===== config.mk =====
export PLATFORM = sky130hd
export DESIGN_NAME = sound_scheduler
export DESIGN_NICKNAME = d
export VERILOG_FILES = /design/src/rtl/sound_pkg.sv /design/src/rtl/melody_rom.sv /design/src/rtl/sound_scheduler.sv
export SDC_FILE = /design/constraint.sdc
export NUM_CORES = 1
export LEC_CHECK = 0
export ABC_AREA = 1
export CAP_MARGIN = 20
export CORE_UTILIZATION = 59
export DETAILED_ROUTE_END_ITERATION = 8
export GPL_ROUTABILITY_DRIVEN = 0
export PLACE_DENSITY = 0.84
export SLEW_MARGIN = 25
export SYNTH_ARGS = -nofsm -noshare
export SYNTH_HDL_FRONTEND = slang
export SYNTH_SLANG_ARGS = --single-unit

===== constraint.sdc =====
create_clock -name clk -period 3.1 [get_ports clk]
set_input_delay 0.31 -clock clk [delete_from_list [all_inputs] [get_ports clk]]
set_output_delay 0.31 -clock clk [all_outputs]
set_load 0.02 [all_outputs]

===== src/rtl/sound_pkg.sv =====
// ---------------------------------------------------------------------------
// sound_pkg
// Shared types and constants for the sound scheduler:
//   note_t        - one melody note: divider value (0 = rest) and duration
//                   in ticks (0 = end-of-melody marker)
//   state_t       - scheduler FSM states
//   NUM_MELODIES, NOTES_PER_MELODY and derived index widths
//   melody_note() - constant melody table lookup
// ---------------------------------------------------------------------------
package sound_pkg;

   localparam int NUM_MELODIES     = 4;
   localparam int NOTES_PER_MELODY = 8;
   localparam int MEL_W            = $clog2(NUM_MELODIES);
   localparam int NOTE_W           = $clog2(NOTES_PER_MELODY);

   typedef struct packed {
      logic [15:0] div;
      logic [3:0]  dur;
   } note_t;

   typedef enum logic [1:0] {
      ST_IDLE,
      ST_LOAD,
      ST_PLAY,
      ST_GAP
   } state_t;

   // Melody table. Entries not listed read as {0, 0}, which terminates the
   // melody. Melody 1 fills all eight slots and ends on the last note.
   function automatic note_t melody_note(input logic [MEL_W-1:0]  mel,
                                         input logic [NOTE_W-1:0] idx);
      note_t n;
      n = '{div: 16'd0, dur: 4'd0};
      case ({mel, idx})
         {2'd0, 3'd0}: n = '{div: 16'd3000, dur: 4'd1};
         {2'd0, 3'd1}: n = '{div: 16'd2000, dur: 4'd1};
         {2'd1, 3'd0}: n = '{div: 16'd1100, dur: 4'd1};
         {2'd1, 3'd1}: n = '{div: 16'd1200, dur: 4'd1};
         {2'd1, 3'd2}: n = '{div: 16'd0,    dur: 4'd1};
         {2'd1, 3'd3}: n = '{div: 16'd1400, dur: 4'd1};
         {2'd1, 3'd4}: n = '{div: 16'd1500, dur: 4'd1};
         {2'd1, 3'd5}: n = '{div: 16'd1600, dur: 4'd1};
         {2'd1, 3'd6}: n = '{div: 16'd1700, dur: 4'd1};
         {2'd1, 3'd7}: n = '{div: 16'd1800, dur: 4'd2};
         {2'd2, 3'd0}: n = '{div: 16'd1000, dur: 4'd2};
         {2'd2, 3'd1}: n = '{div: 16'd0,    dur: 4'd1};
         {2'd2, 3'd2}: n = '{div: 16'd500,  dur: 4'd1};
         {2'd3, 3'd0}: n = '{div: 16'd4000, dur: 4'd3};
         {2'd3, 3'd1}: n = '{div: 16'd4500, dur: 4'd1};
         default: ;
      endcase
      return n;
   endfunction

endpackage


===== src/rtl/melody_rom.sv =====
// ---------------------------------------------------------------------------
// melody_rom
// Combinational lookup of one note from the constant melody table.
// Ports:
//   mel_idx_i   melody index
//   note_idx_i  note position within the melody
//   note_o      {div, dur} of the addressed note
// ---------------------------------------------------------------------------
module melody_rom
   import sound_pkg::*;
(
   input  logic [MEL_W-1:0]  mel_idx_i,
   input  logic [NOTE_W-1:0] note_idx_i,
   output note_t             note_o
);

   assign note_o = melody_note(mel_idx_i, note_idx_i);

endmodule


===== src/rtl/sound_scheduler.sv =====
// ---------------------------------------------------------------------------
// sound_scheduler
// Arbitrates melody requests and a button tone onto one speaker output.
// Requests are latched in a pending register; the lowest pending index wins
// when idle. Each note plays for dur*TICK_CYCLES cycles followed by
// GAP_TICKS*TICK_CYCLES silent cycles.
// Ports:
//   clk        system clock
//   rst_n      synchronous active-low reset
//   req        melody request pulses, req[0] highest priority
//   btn_tone   button tone level, honoured only when idle with nothing pending
//   play       speaker enable (registered)
//   frequency  speaker divider value (registered)
//   grant      one-hot melody being played, 0 when none (registered)
//   busy       high whenever the FSM is not idle
//   done       one-cycle pulse when a melody ends or is aborted (registered)
// Build option:
//   SOUND_PREEMPT_EN  when defined, a strictly higher-priority pending request
//                     aborts the melody during PLAY or GAP.
// ---------------------------------------------------------------------------
module sound_scheduler
   import sound_pkg::*;
#(
   parameter int TICK_CYCLES = 2_500_000,
   parameter int GAP_TICKS   = 1,
   parameter int BTN_DIV     = 6250
) (
   input  logic        clk,
   input  logic        rst_n,
   input  logic [3:0]  req,
   input  logic        btn_tone,
   output logic        play,
   output logic [15:0] frequency,
   output logic [3:0]  grant,
   output logic        busy,
   output logic        done
);

   // Counter must hold the longest note (15 ticks) and the gap without wrap.
   localparam int MAX_TICKS = (GAP_TICKS > 15) ? GAP_TICKS : 15;
   localparam int CNT_W     = $clog2(MAX_TICKS * TICK_CYCLES + 1);

   localparam logic [CNT_W-1:0] TICK_C   = CNT_W'(TICK_CYCLES);
   localparam logic [CNT_W-1:0] CNT_ONE  = CNT_W'(1);
   localparam logic [CNT_W-1:0] GAP_LOAD = CNT_W'(GAP_TICKS * TICK_CYCLES - 1);
   localparam logic [15:0]      BTN_FREQ = 16'(BTN_DIV);
   localparam logic [NOTE_W-1:0] LAST_NOTE = NOTE_W'(NOTES_PER_MELODY - 1);

   state_t             state_q, state_d;
   logic [3:0]         pending_q, pending_d;
   logic [NOTE_W-1:0]  note_idx_q, note_idx_d;
   logic [CNT_W-1:0]   counter_q, counter_d;
   logic               play_q, play_d;
   logic [15:0]        freq_q, freq_d;
   logic [3:0]         grant_q, grant_d;
   logic               done_q, done_d;

   logic [3:0]         pending_clr;
   logic [3:0]         pick;
   logic [MEL_W-1:0]   mel_idx;
   logic               preempt;
   note_t              cur_note;

   // Isolate the lowest set bit: x & -x.
   assign pick = pending_q & (-pending_q);

   always_comb begin
      mel_idx = '0;
      for (int i = 0; i < NUM_MELODIES; i++) begin
         if (grant_q[i]) mel_idx = MEL_W'(i);
      end
   end

   melody_rom u_rom (
      .mel_idx_i  (mel_idx),
      .note_idx_i (note_idx_q),
      .note_o     (cur_note)
   );

`ifdef SOUND_PREEMPT_EN
   // grant is one-hot, so grant-1 masks every strictly higher-priority bit.
   assign preempt = |(pending_q & (grant_q - 4'd1));
`else
   assign preempt = 1'b0;
`endif

   always_comb begin
      state_d     = state_q;
      pending_clr = '0;
      note_idx_d  = note_idx_q;
      counter_d   = counter_q;
      play_d      = play_q;
      freq_d      = freq_q;
      grant_d     = grant_q;
      done_d      = 1'b0;

      case (state_q)
         ST_IDLE: begin
            if (pending_q != '0) begin
               state_d     = ST_LOAD;
               pending_clr = pick;
               grant_d     = pick;
               note_idx_d  = '0;
               play_d      = 1'b0;
            end else begin
               play_d = btn_tone;
               if (btn_tone) freq_d = BTN_FREQ;
            end
         end

         ST_LOAD: begin
            if (cur_note.dur == 4'd0) begin
               state_d = ST_IDLE;
               done_d  = 1'b1;
               grant_d = '0;
               play_d  = 1'b0;
            end else begin
               state_d   = ST_PLAY;
               counter_d = CNT_W'(cur_note.dur) * TICK_C - CNT_ONE;
               play_d    = (cur_note.div != 16'd0);
               freq_d    = cur_note.div;
            end
         end

         ST_PLAY: begin
            if (preempt) begin
               state_d = ST_IDLE;
               done_d  = 1'b1;
               grant_d = '0;
               play_d  = 1'b0;
            end else if (counter_q == '0) begin
               state_d   = ST_GAP;
               counter_d = GAP_LOAD;
               play_d    = 1'b0;
            end else begin
               counter_d = counter_q - CNT_ONE;
            end
         end

         ST_GAP: begin
            if (preempt) begin
               state_d = ST_IDLE;
               done_d  = 1'b1;
               grant_d = '0;
               play_d  = 1'b0;
            end else if (counter_q == '0) begin
               if (note_idx_q == LAST_NOTE) begin
                  state_d = ST_IDLE;
                  done_d  = 1'b1;
                  grant_d = '0;
               end else begin
                  state_d    = ST_LOAD;
                  note_idx_d = note_idx_q + NOTE_W'(1);
               end
            end else begin
               counter_d = counter_q - CNT_ONE;
            end
         end

         default: state_d = ST_IDLE;
      endcase

      // A new request wins over the clear of the same bit.
      pending_d = (pending_q & ~pending_clr) | req;
   end

   always_ff @(posedge clk) begin
      if (!rst_n) begin
         state_q    <= ST_IDLE;
         pending_q  <= '0;
         note_idx_q <= '0;
         counter_q  <= '0;
         play_q     <= 1'b0;
         freq_q     <= '0;
         grant_q    <= '0;
         done_q     <= 1'b0;
      end else begin
         state_q    <= state_d;
         pending_q  <= pending_d;
         note_idx_q <= note_idx_d;
         counter_q  <= counter_d;
         play_q     <= play_d;
         freq_q     <= freq_d;
         grant_q    <= grant_d;
         done_q     <= done_d;
      end
   end

   assign play      = play_q;
   assign frequency = freq_q;
   assign grant     = grant_q;
   assign done      = done_q;
   assign busy      = (state_q != ST_IDLE);

endmodule


==> run metrics <==
status finished clean; grt total ovfl 0; Cell Chain, Critical Path inv_1 > ha_1 > inv_1 > nor3_2 > nand2_1 > inv_1 > nor2_2 > nand2_1 > nor2_1 > nand2_1 > inv_1 > ha_2 > nand2_2 > inv_2 > nor2_1 > nand2_2 > nor2_2 > o21ai_1 > a21oi_1; Place WS ~0.063 ns; number of global-route vias before repair approximately 3200; crit path kind reg -> reg; Detailed Route Iter0 Violations 242; number of stages on the worst setup path 19; largest net degree at the start of global routing 32; Multi-input gate area roughly 2300 sq um; worst-skew pair later-pin latency approximately 0.32 ns; combinational power share a little under two thirds; Slowest-stage cell, CP dfxtp_1; Reg area around 1100 sq um; fillers just under 500; Most Frequent Cell on Critical Path inv_1; Initial DRT Pass Iterations 5; crit start category flop; pwr/cell area ~1100 nW/um^2; final setup vio count 0; Worst Setup SP note_idx_q[0]; Core Rows 28; capture point of the critical path frequency[8]; Worst Path Max Fanout 7; Yosys warnings 0; share of layout cells above drive strength 1 approximately an eighth; HP Class reg -> reg; core area 5990 sq um; clock-pin slew on the worst setup and hold paths ~0.10 ns; via count ~3600; net switching power 2360 uW; Fmax ~350 MHz; Initial Utilization roughly three fifths; CP top delay family simple AND/OR/NAND/NOR gates; Sw Share 51.0%; register area share after synthesis approximately 29%; initial antenna violation count 0; Reg2Reg Setup Slack ~0.26 ns; setup_tns 0 ns; worst setup margin roughly 0.26 ns; Layout area overhead 12.0%; maximum clock insertion buffer count 2; Tot Pwr approximately 4600 uW; Final min period between 2 and 3 ns; critical register-to-register path endpoint frequency[8]; Synth Instances approximately 540; crit end category flop; Tightest Pin Transition 0.825 ns; Slew Limit Fails 0; clock network power share 12.3%; commonest non-fill, non-tap cell in the layout nand2_1; post-route ant nets 0; Buf+Inv Stages, Crit Path 5; Syn Area/Cell between 6 and 7 sq um; Diodes inserted 0; max incr delay on CP 0.35 ns; input/output buffers 25; Rel. slew slack 44.9%; DRT Wirelength approximately 9000 um; CTS sink count 53; Req. time, crit path around 3.4 ns; first-pass GRT wire length ~15000 um; Post-Layout Cell Count roughly 650; via/cell ratio 5.62; Placed Instances about 630; critical register-to-register path startpoint note_idx_q[0]; WP data arrival between 3 and 4 ns; Max Cap Violations 0; maximum vdd drop 561 uV; Post-DP HPWL around 6600 um; final worst-path cycle share about 92%; TritonCTS clock tree yes; Final Hold Viols 0; Internal between 2000 and 2500 uW; sequential share of power between 20 and 25%; LEAKAGE between 0.0015 and 0.002 uW; post-cts hold buffer count 0; Nets roughly 600; H-tree Lvls 2; most frequent cells in the layout 105 x nand2_1, 90 x nor2_1, 55 x inv_1, 53 x dfxtp_1, 48 x a21oi_1; clk root buf clkbuf_8; total CTS buffers 5; synthesized cell area 3710 sq um; Avg WL per Cell about 14 um; post-synth cell types 38; Clock Skews about 0.012 ns; number of primary I/O pins 30; Die X 81.3 um; Die Ht just over 80 um; total track usage approximately 29%; Die Area 6600 sq um; Yosys reg bits 53; Reg2Reg Depth 19; Remaining DRCs 0
worst min-delay path by stage:
stage | depth (start not counted) | slack [ns] | end | from
floorplan | 2 | 0.43 | pending_q[0] | req[0]
global placement | 2 | 0.46 | frequency[7] | frequency[7]
detailed placement | 2 | 0.46 | frequency[2] | frequency[2]
CTS | 2 | 0.47 | frequency[2] | frequency[2]
global route | 2 | 0.49 | frequency[2] | frequency[2]
finish | 2 | 0.47 | frequency[2] | frequency[2]
power by group through the flow:
stage / Clock (uW) / Sequential, uW / Combinational (uW)
CTS: 573 / 1110 / 2850
floorplan: 0 / 1160 / 2190
finish: 567 / 1120 / 2940
global placement: 0 / 1120 / 2760
global route: 600 / 1150 / 3250
detailed placement: 0 / 1130 / 2820
repair_timing:
action	in CTS	in global routing
buffers inserted	0	4
setup endpoints to repair	0	16
resized for setup	0	7
worst min-delay path, delay by kind of cell, from the launching register on:
family             cells  cell delay, ns
and+or+nand+nor        1            0.06
DFF                    1            0.32
AOI/OAI and AO/OA      1            0.05
final cells by class:
cell class	instances	area share [%]
timing repair buffer	32	7.29
multi-input combinational	417	56.1
clock inverter	3	1.57
tap	75	2.26
sequential	53	25.6
inverter	62	5.61
clock buffer	5	1.66
kinds of logic after synthesis:
family                     count (synthesis)  synth area share (%)
and+or+nand+nor                          280                  37.9
other                                      1                 0.101
buffers and inverters                     78                  9.39
DFF                                       53                  28.6
AOI/OAI and AO/OA                         99                  14.5
adders and majority gates                 16                  5.40
xor gates and xnor gates                  17                  4.02
per-stage QoR:
stage / instance area, sq um / hold WS (ns) / utilization [%]
6_report: 4150 / 0.467 / 69.3
5_1_grt: 4150 / 0.489 / 69.3
4_1_cts: 4100 / 0.470 / 68.5
3_5_place_dp: 3970 / 0.455 / 66.2
3_3_place_gp: 3970 / 0.458 / 66.2
2_1_floorplan: 3720 / 0.427 / -
sequential cells by signal (all words and copies together) (netlist names), named ones only:
signal / flops
counter_q: 26
frequency: 12
grant: 4
pending_q: 4
note_idx_q: 3
done: 1
play: 1
state_q: 1
cell usage after synthesis (all sizes together):
master,number,area [sq um]
o21a,1,7.51
nor3,7,35.0
nor2,108,512
and2,1,6.26
nand2,118,503
nand3,25,160
conb,1,3.75
buf,11,96.3
nor3b,1,18.8
o21bai,1,7.51
nand4,15,139
inv,62,233
or2,4,25.0
xnor2,3,26.3
a211oi,1,12.5
nand3b,1,7.51
clkbuf,5,18.8
ha,16,200
a21oi,49,257
o2111ai,1,8.76
dfxtp,53,1060
o21ai,43,223
xor2,14,123
o211ai,3,22.5
per-layer routing:
layer  vias up  share of wire (%)  global-route usage [%]
met5         -                  0                       0
met4         0                2.8                    10.4
met3        31                5.9                    4.72
met2       143                 48                    49.0
met1      1669                 43                    35.9
li1       1791                  -                       -
No activity file was read; power rests on OpenSTA's default activity.
==> edit, RTL diff (config.mk and constraints unchanged) <==
`BTN_DIV`: 6250 -> 4687.
--- a/src/rtl/sound_scheduler.sv
+++ b/src/rtl/sound_scheduler.sv
@@ -23,7 +23,7 @@
 #(
    parameter int TICK_CYCLES = 2_500_000,
    parameter int GAP_TICKS   = 1,
-   parameter int BTN_DIV     = 6250
+   parameter int BTN_DIV     = 4687
 ) (
    input  logic        clk,
    input  logic        rst_n,
Behaviour: not the same (Yosys sat finds a counterexample within 4 cycles, from zero or initial values and one cycle with rst_n low).
==> edit against the original RTL <==
Synthesized cell count is 0.92% lower. Via count is 2.3% lower. Die area is 4.4% lower. Routed wire length is 3.7% lower. Power is 13% lower. Sequential cell count stayed put. Area after synthesis is 4.6% lower. Cell area is 5.7% lower. Maximum frequency is 1.0% higher. Non-clock buffer count is 3 lower. Worst setup slack better by 0.028 ns. Largest power group unchanged.
==> edit: results (changes against the original RTL) <==
stage,metric,value,unit,change
critical_path,worstPathArrival,3.07,ns,was 3.09 ns
routing,wl_per_cell,13.56,um,was 13.87 um
placement,dpl_cell_area,0.003805,mm2,was 0.003969 mm2
cts,path_clk_slew,0.09,ns,
layout,n_antenna_cell,0,,unchanged
placement,dp_cells,627,,was 634
synth,ys_top_cells_by_area,"dfxtp_1 30%, nand2_1 11%, nor2_1 11%",,"was dfxtp_1 29%, nand2_1 11%, nor2_1 9.2%"
synth,synth_flop_cell,dfxtp_1,,unchanged
global_route,antenna_found_initial,0,,unchanged
power,cellLeakagePower,1.783,nW,was 1.877 nW
synth,ys_top_cells_by_count,"106 x nand2_1, 100 x nor2_1, 60 x inv_1",,"was 106 x nand2_1, 91 x nor2_1, 57 x inv_1"
synth,yosys_warnings,0,,unchanged
status,status,"finished, final reports clean",,unchanged
global_route,grt_pass1_wl,14.70,mm,was 14.64 mm
layout,drive_above_1_share,0.08496,,was 0.1259
placement,port_buffers,26,,was 25
global_route,grt_max_degree,29,,was 32
cts,clockBufferDepth,2,,unchanged
global_route,grt_pass1_vias,3288,,was 3242
cts,h-tree-depth,2,,unchanged
placement,dp_hpwl,6.444,mm,was 6.551 mm
synth,async_flop_share,0,,unchanged
layout,final_cells,637,,was 647
layout,nets,587,,was 594
critical_path,crit_family,simple AND/OR/NAND/NOR gates,,unchanged
critical_path,worstPathMaxFanout,27,,was 7
hold_path,worstHoldPathType,flip-flop to flip-flop,,unchanged
global_route,grt_usage,0.2972,,was 0.2861
synth,yosysSeqAreaShare,0.3000,,was 0.2863
critical_path,slowest_delay,0.39,ns,was 0.35 ns
routing,vias,3549,,was 3634
routing,drt_iter0_drc,335,,was 242
synth,syn_inst,539,,was 544
timing,maxSlewHeadroom,0.5095,,was 0.4492
synth,synth_cell_types,37,,was 38
timing,fin_skew,0.005035,ns,was 0.01162 ns
power,ir_drop,0.0004673,V,was 0.0005605 V
routing,first_pass_iters,6,,was 5
## edit: cell types whose count changed in the layout (fill, tap and decap cells not counted), sizes merged, moves of 4 or more
cell / before / now
nand3: 25 / 38
nand4: 15 / 8
a21oi: 49 / 43
nand2: 118 / 113
buf: 7 / 3
## edit: what timing repair did
action,in CTS,in global routing
gates resized for setup,0,5
setup buffers,0,2
setup endpoints to repair,0,16
## edit: per-stage QoR
stage | setup WS, ns | hold WS, ns | total power, mW
2_1_floorplan | 0.6172 | 0.4274 | 2.992
5_1_grt | 0.006271 | 0.4926 | 4.378
3_3_place_gp | 0.3879 | 0.4547 | 3.469
3_5_place_dp | 0.2406 | 0.4580 | 3.537
4_1_cts | 0.1683 | 0.4722 | 3.939
6_report | 0.2858 | 0.4733 | 4.005
## edit: kinds of logic (layout without fill, tap and decap cells)
| family | count (synthesis) | after routing | synth area share |
|---|---|---|---|
| fa+ha+maj | 16 | 16 | 0.05660 |
| buf+inv | 78 | 102 | 0.09728 |
| xor+xnor | 19 | 19 | 0.04705 |
| compound gates | 93 | 93 | 0.1436 |
| simple gates | 279 | 279 | 0.3544 |
| other cells | 1 | 3 | 0.001060 |
| flops | 53 | 53 | 0.3000 |
## edit: worst paths after layout
kind / cells past startpoint / to / slack [ns] / start
setup / recovery: 16 / counter_q[14] / 0.29 / note_idx_q[1]
hold / removal: 2 / frequency[10] / 0.47 / frequency[10]
setup reg to reg: 16 / counter_q[14] / 0.29 / note_idx_q[1]
hold reg to reg: 2 / frequency[10] / 0.47 / frequency[10]
## edit: routing by layer
metal	track usage	vias to the layer above	part of all wire
met5	0	-	0
met4	0.1491	0	0.027
met3	0.05143	25	0.070
met2	0.5026	141	0.48
met1	0.3600	1616	0.42
li1	-	1767	-
## edit: area by class of cell
class	count	area, um2
Fill cell	492	1727
Inverter	65	256.5
Clock buffer	6	72.57
Multi-Input combinational cell	410	2142
Tap cell	72	90.09
Sequential cell	53	1061
Timing Repair Buffer	29	282.8
Clock inverter	2	10.01
## edit: tightest hold or removal path: stages, from the launching register on
cell and delay (ns):
dfxtp_1 0.32, nand2_1 0.06, a21oi_1 0.06
## edit: power breakdown
part	switching (mW)	internal [mW]
combinational	1.65	0.876
sequential	0.202	0.887
clock	0.232	0.157
total	2.08	1.92
